===== config.mk =====
export PLATFORM = sky130hd
export DESIGN_NAME = dma_word_copier
export DESIGN_NICKNAME = d
export VERILOG_FILES = /design/src/rtl/dma_word_copier.sv
export SDC_FILE = /design/constraint.sdc
export NUM_CORES = 1
export LEC_CHECK = 0
export ABC_AREA = 1
export CAP_MARGIN = 20
export CORE_MARGIN = 1.5
export CORE_UTILIZATION = 50
export CTS_CLUSTER_DIAMETER = 50
export DETAILED_ROUTE_END_ITERATION = 10
export MAX_ROUTING_LAYER = met4
export PLACE_DENSITY_LB_ADDON = 0.15
export SKIP_CTS_REPAIR_TIMING = 1
export SYNTH_ARGS = -nofsm -noshare
export SYNTH_HDL_FRONTEND = slang
export SYNTH_SLANG_ARGS = --single-unit
export TNS_END_PERCENT = 100

===== constraint.sdc =====
create_clock -name clk -period 1.7 [get_ports clk]
set_input_delay 0.425 -clock clk [delete_from_list [all_inputs] [get_ports clk]]
set_output_delay 0.425 -clock clk [all_outputs]
set_load 0.02 [all_outputs]

===== src/rtl/dma_word_copier.sv =====
// dma_word_copier: copies count 32-bit words from src to dst over the shared memory port.
// Ports: clk/reset (async active-low); start/src/dst/count launch a copy, abort stops at a word boundary;
// req/gnt arbitrate the port; a2/wd/we2/rd2 drive the memory port; busy, and done/err report completion.
module dma_word_copier #(
  parameter int RD_LAT = 1,
  parameter int CNT_W  = 16
) (
  input  logic             clk,
  input  logic             reset,
  input  logic             start,
  input  logic [31:0]      src,
  input  logic [31:0]      dst,
  input  logic [CNT_W-1:0] count,
  input  logic             abort,
  input  logic             gnt,
  input  logic [31:0]      rd2,
  output logic             req,
  output logic [31:0]      a2,
  output logic [31:0]      wd,
  output logic             we2,
  output logic             busy,
  output logic             done,
  output logic             err
);
  typedef enum logic [2:0] {IDLE, REQ, RD, WAIT, WR, HOLD, DONE} state_t;
  localparam int LW = $clog2(RD_LAT + 1);
  state_t           state;
  logic [31:0]      src_ptr, dst_ptr, last;
  logic [CNT_W-1:0] rem;
  logic [LW-1:0]    wcnt;
  logic             abort_seen, bad;
  // last destination word; a wrap shows up as last < dst, MMIO hit as overlap with 0xC0000000..0xC0000004
  assign last = dst + ((32'(count) - 32'd1) << 2);
  assign bad  = (|src[1:0]) | (|dst[1:0]) |
                ((count != '0) & ((last < dst) | ((dst <= 32'hC000_0004) & (last >= 32'hC000_0000))));
  always_ff @(posedge clk or negedge reset)
    if (!reset) begin
      state      <= IDLE;
      req        <= 1'b0;
      a2         <= '0;
      wd         <= '0;
      we2        <= 1'b0;
      busy       <= 1'b0;
      done       <= 1'b0;
      err        <= 1'b0;
      src_ptr    <= '0;
      dst_ptr    <= '0;
      rem        <= '0;
      wcnt       <= '0;
      abort_seen <= 1'b0;
    end else begin
      we2  <= 1'b0;
      done <= 1'b0;
      case (state)
        IDLE: if (start) begin
          src_ptr <= src;
          dst_ptr <= dst;
          rem     <= count;
          if (bad || count == '0) begin
            state <= DONE;
            done  <= 1'b1;
            err   <= bad;
          end else begin
            state <= REQ;
            req   <= 1'b1;
            busy  <= 1'b1;
          end
        end
        REQ, HOLD: if (abort) begin
          state <= DONE;
          done  <= 1'b1;
          err   <= 1'b1;
          req   <= 1'b0;
          busy  <= 1'b0;
        end else if (gnt) begin
          state      <= RD;
          a2         <= src_ptr;
          abort_seen <= 1'b0;
        end
        RD: begin
          state      <= WAIT;
          wcnt       <= '0;
          abort_seen <= abort_seen | abort;
        end
        WAIT: begin
          abort_seen <= abort_seen | abort;
          wcnt       <= wcnt + LW'(1);
          if (wcnt == LW'(RD_LAT - 1)) begin
            state <= WR;
            a2    <= dst_ptr;
            wd    <= rd2;
            we2   <= 1'b1;
          end
        end
        WR: begin
          src_ptr <= src_ptr + 32'd4;
          dst_ptr <= dst_ptr + 32'd4;
          rem     <= rem - CNT_W'(1);
          if (rem == CNT_W'(1) || abort_seen || abort) begin
            state <= DONE;
            done  <= 1'b1;
            err   <= rem != CNT_W'(1);
            req   <= 1'b0;
            busy  <= 1'b0;
          end else if (gnt) begin
            state <= RD;
            a2    <= src_ptr + 32'd4;
          end else state <= HOLD;
        end
        DONE: begin
          state <= IDLE;
          err   <= 1'b0;
        end
        default: state <= IDLE;
      endcase
    end
endmodule


==> impl_metrics.ini <==
[run_status]
status = finished, violations left
violations = negative setup slack

[yosys]
synth_flop_cell = dfrtp_1
synth_seq_cells = 153
post-synth-top-area-cell = dfrtp_1
synth.avg_cell_area_um2 = 7.303
syn_area_um2 = 11380
async_reset_ff_share_pct = 100.0
synth-edff-count = 0
synth.distinct_cells = 58
synth_nets = 1740
synth_top_area_share_pct = 33.65
syn_inst = 1558
ys_warn_count = 0
yosys-top-cells-area = dfrtp_1 34%, nand2_1 13%, ha_1 7.0%, inv_1 5.9%, a21oi_1 4.4%
ys_seq_area_share_pct = 33.65

[clocking]
clk_latency_ns = 0.44
tritoncts = yes
htree_num_levels = 4
cts_buffers = 17
cts_num_sinks = 153
clk_path_buf_depth = 2
path_clk_slew_ns = 0.08
root_buffer = clkbuf_16

[routing]
finalWirelength_um = 39070
first_iter_violations = 828
ant_nets = 0
avgRoutedWirePerCell_um = 16.35
drt-pass1-iter-count = 5
viasPerCell = 5.431
via_count = 12980
drc = 0

[die]
design.die.area_um2 = 23670
start_util_pct = 50.56
num_rows = 55
coreArea_um2 = 22500
die_width_um = 153.9
ios = 186
die_y_um = 153.9

[cells_and_area]
diodes = 0
area_delta_synth_final_pct = 55.50
fillers = 1647
drive_above_1_share_pct = 29.56
final_cell_area_um2 = 17690
ff_latch_area_um2 = 3832
multi_input_area_um2 = 7187
final_common_cell = nand2_1
nNetsFinal = 2273
final_cell_mix = 379 x nand2_1, 358 x buf_4, 171 x inv_1

[min_path]
min_path_type = in -> reg
min_from = count[2]

[timing]
max_freq_mhz = 233.1
clock_skew_ns = 0.01402
grt_setup_unrepaired = yes
drv_slew = 0
setup_viol = 156
finalWorstSetupSlack_ns = -2.590
hold_viol = 0
period_minus_slack_ns = 4.290
post-route-period-util_pct = 252.4
tightest_slew_ns = 0.5633
slew_headroom_pct = 62.39

[critical_path]
crit_fanout = 4
crit_top_cell = nand2_1
critPathCaptureType = flip-flop
required_ns = 2.08
crit_path_start = count[1]
critPathMaxStageDelay_ns = 0.42
crit_arrival_ns = 4.67
cp-start-kind = primary input
crit_type = in -> reg
r2r_start = dst_ptr[2]$_DFFE_PN0P_
critPathSlowestCell = or3_4

[global_routing]
grt_pass1_wl_um = 60220
antenna_found_initial = 0
grt_max_degree = 46
overflow = 0
first_global_vias = 12440
grt.total_usage_pct = 32.54

[placement]
dp_hpwl_um = 28760
post_dp_cell_area_um2 = 16200
io_buffer_count = 185
pre_cts_ws_ns = -3.268
gp_congestion = 0.9849

[flow_run]
maxCapViolCount = 0

[power_and_ir_drop]
power.density_nw_per_um2 = 1538
worst_ir_drop_vdd_mv = 0.8843
p_leak_nw = 8.983
[layout make-up]
type	instances	area share, %
Clock inverter	14	0.7355
Multi-Input combinational cell	1158	40.62
Tap cell	285	2.015
Inverter	197	4.193
Clock buffer	18	2.482
Timing Repair Buffer	564	28.29
Sequential cell	153	21.66
[synth_stat cells (8+ instances only)]
| cell | n |
|---|---|
| nand2_1 | 398 |
| inv_1 | 178 |
| dfrtp_1 | 153 |
| nor2_1 | 125 |
| a21oi_1 | 99 |
| o21ai_0 | 95 |
| ha_1 | 64 |
| nand3_1 | 46 |
| xor2_1 | 42 |
| nor3_1 | 38 |
| o21ai_1 | 33 |
| clkbuf_1 | 23 |
| nand4_1 | 23 |
| a22oi_1 | 20 |
| a221oi_2 | 19 |
| inv_2 | 18 |
| xnor2_1 | 17 |
| o221ai_1 | 15 |
| buf_2 | 14 |
| nor2_2 | 12 |
| a31oi_1 | 11 |
| nand2_2 | 10 |
| o211ai_1 | 10 |
| nor4_1 | 8 |
[power by group]
| part | switching (W) | internal, W |
|---|---|---|
| clock | 0.00173 | 0.00197 |
| sequential | 0.00143 | 0.00556 |
| combinational | 0.00922 | 0.00730 |
[per-stage QoR]
step                utilization (%)  total power [W]  cells  TNS, ns  hold slack (ns)
floorplan                         -          0.01525   1558   -14.10           0.1294
global placement              72.00          0.02201   2332   -50.07           0.3138
detailed placement            72.00          0.02245   2332   -53.79           0.3127
CTS                           74.53          0.02629   2364   -44.52          -0.1440
global route                  78.63          0.02902   2389   -53.81           0.4180
finish                        78.63          0.02721   2389   -32.75           0.3959
[state kept, by name, summed over array words and instances (netlist names), 3 cells and up]
register,count
rem,16
dst_ptr,32
wd,32
a2,32
src_ptr,32
state,3
[final timing paths]
check	to	slack, ns	cells past startpoint
max	err$_DFFE_PN0P_	-2.59	32
min	rem[2]$_DFFE_PN0P_	0.40	4
max reg2reg	dst_ptr[26]$_DFFE_PN0P_	-0.40	15
min reg2reg	wd[3]$_DFFE_PN0P_	0.47	2
max in group asynchronous	wd[22]$_DFFE_PN0P_	0.73	3
min in group asynchronous	a2[8]$_DFFE_PN0P_	0.43	2
[layer usage]
layer | part of all wire [%] | routed length (um) | GRT usage (%) | up-vias
li1 | - | - | - | 6284
met1 | 43 | 16840 | 41.71 | 6124
met2 | 48 | 18760 | 53.33 | 491
met3 | 6.1 | 2393 | 4.171 | 76
met4 | 2.7 | 1073 | 11.05 | 0
met5 | 0 | 0 | - | -
[cell families after synthesis]
family	after synthesis	share of synthesized area, %
XOR/XNOR	59	4.541
buffers and inverters	247	8.566
AND/OR/NAND/NOR	696	27.26
multiplexers	2	0.1869
adder cells (fa/ha/maj)	65	7.214
AO/OA/AOI/OAI	336	18.58
flip-flops	153	33.65
[worst max-delay path, delay by kind of cell]
family | cells | cell delay, ns
buffers and inverters | 2 | 0.17
AOI/OAI and AO/OA | 7 | 0.95
adders and majority gates | 2 | 0.68
xor gates and xnor gates | 2 | 0.29
and+or+nand+nor | 19 | 2.17
Power figures use the tool's default switching activity.
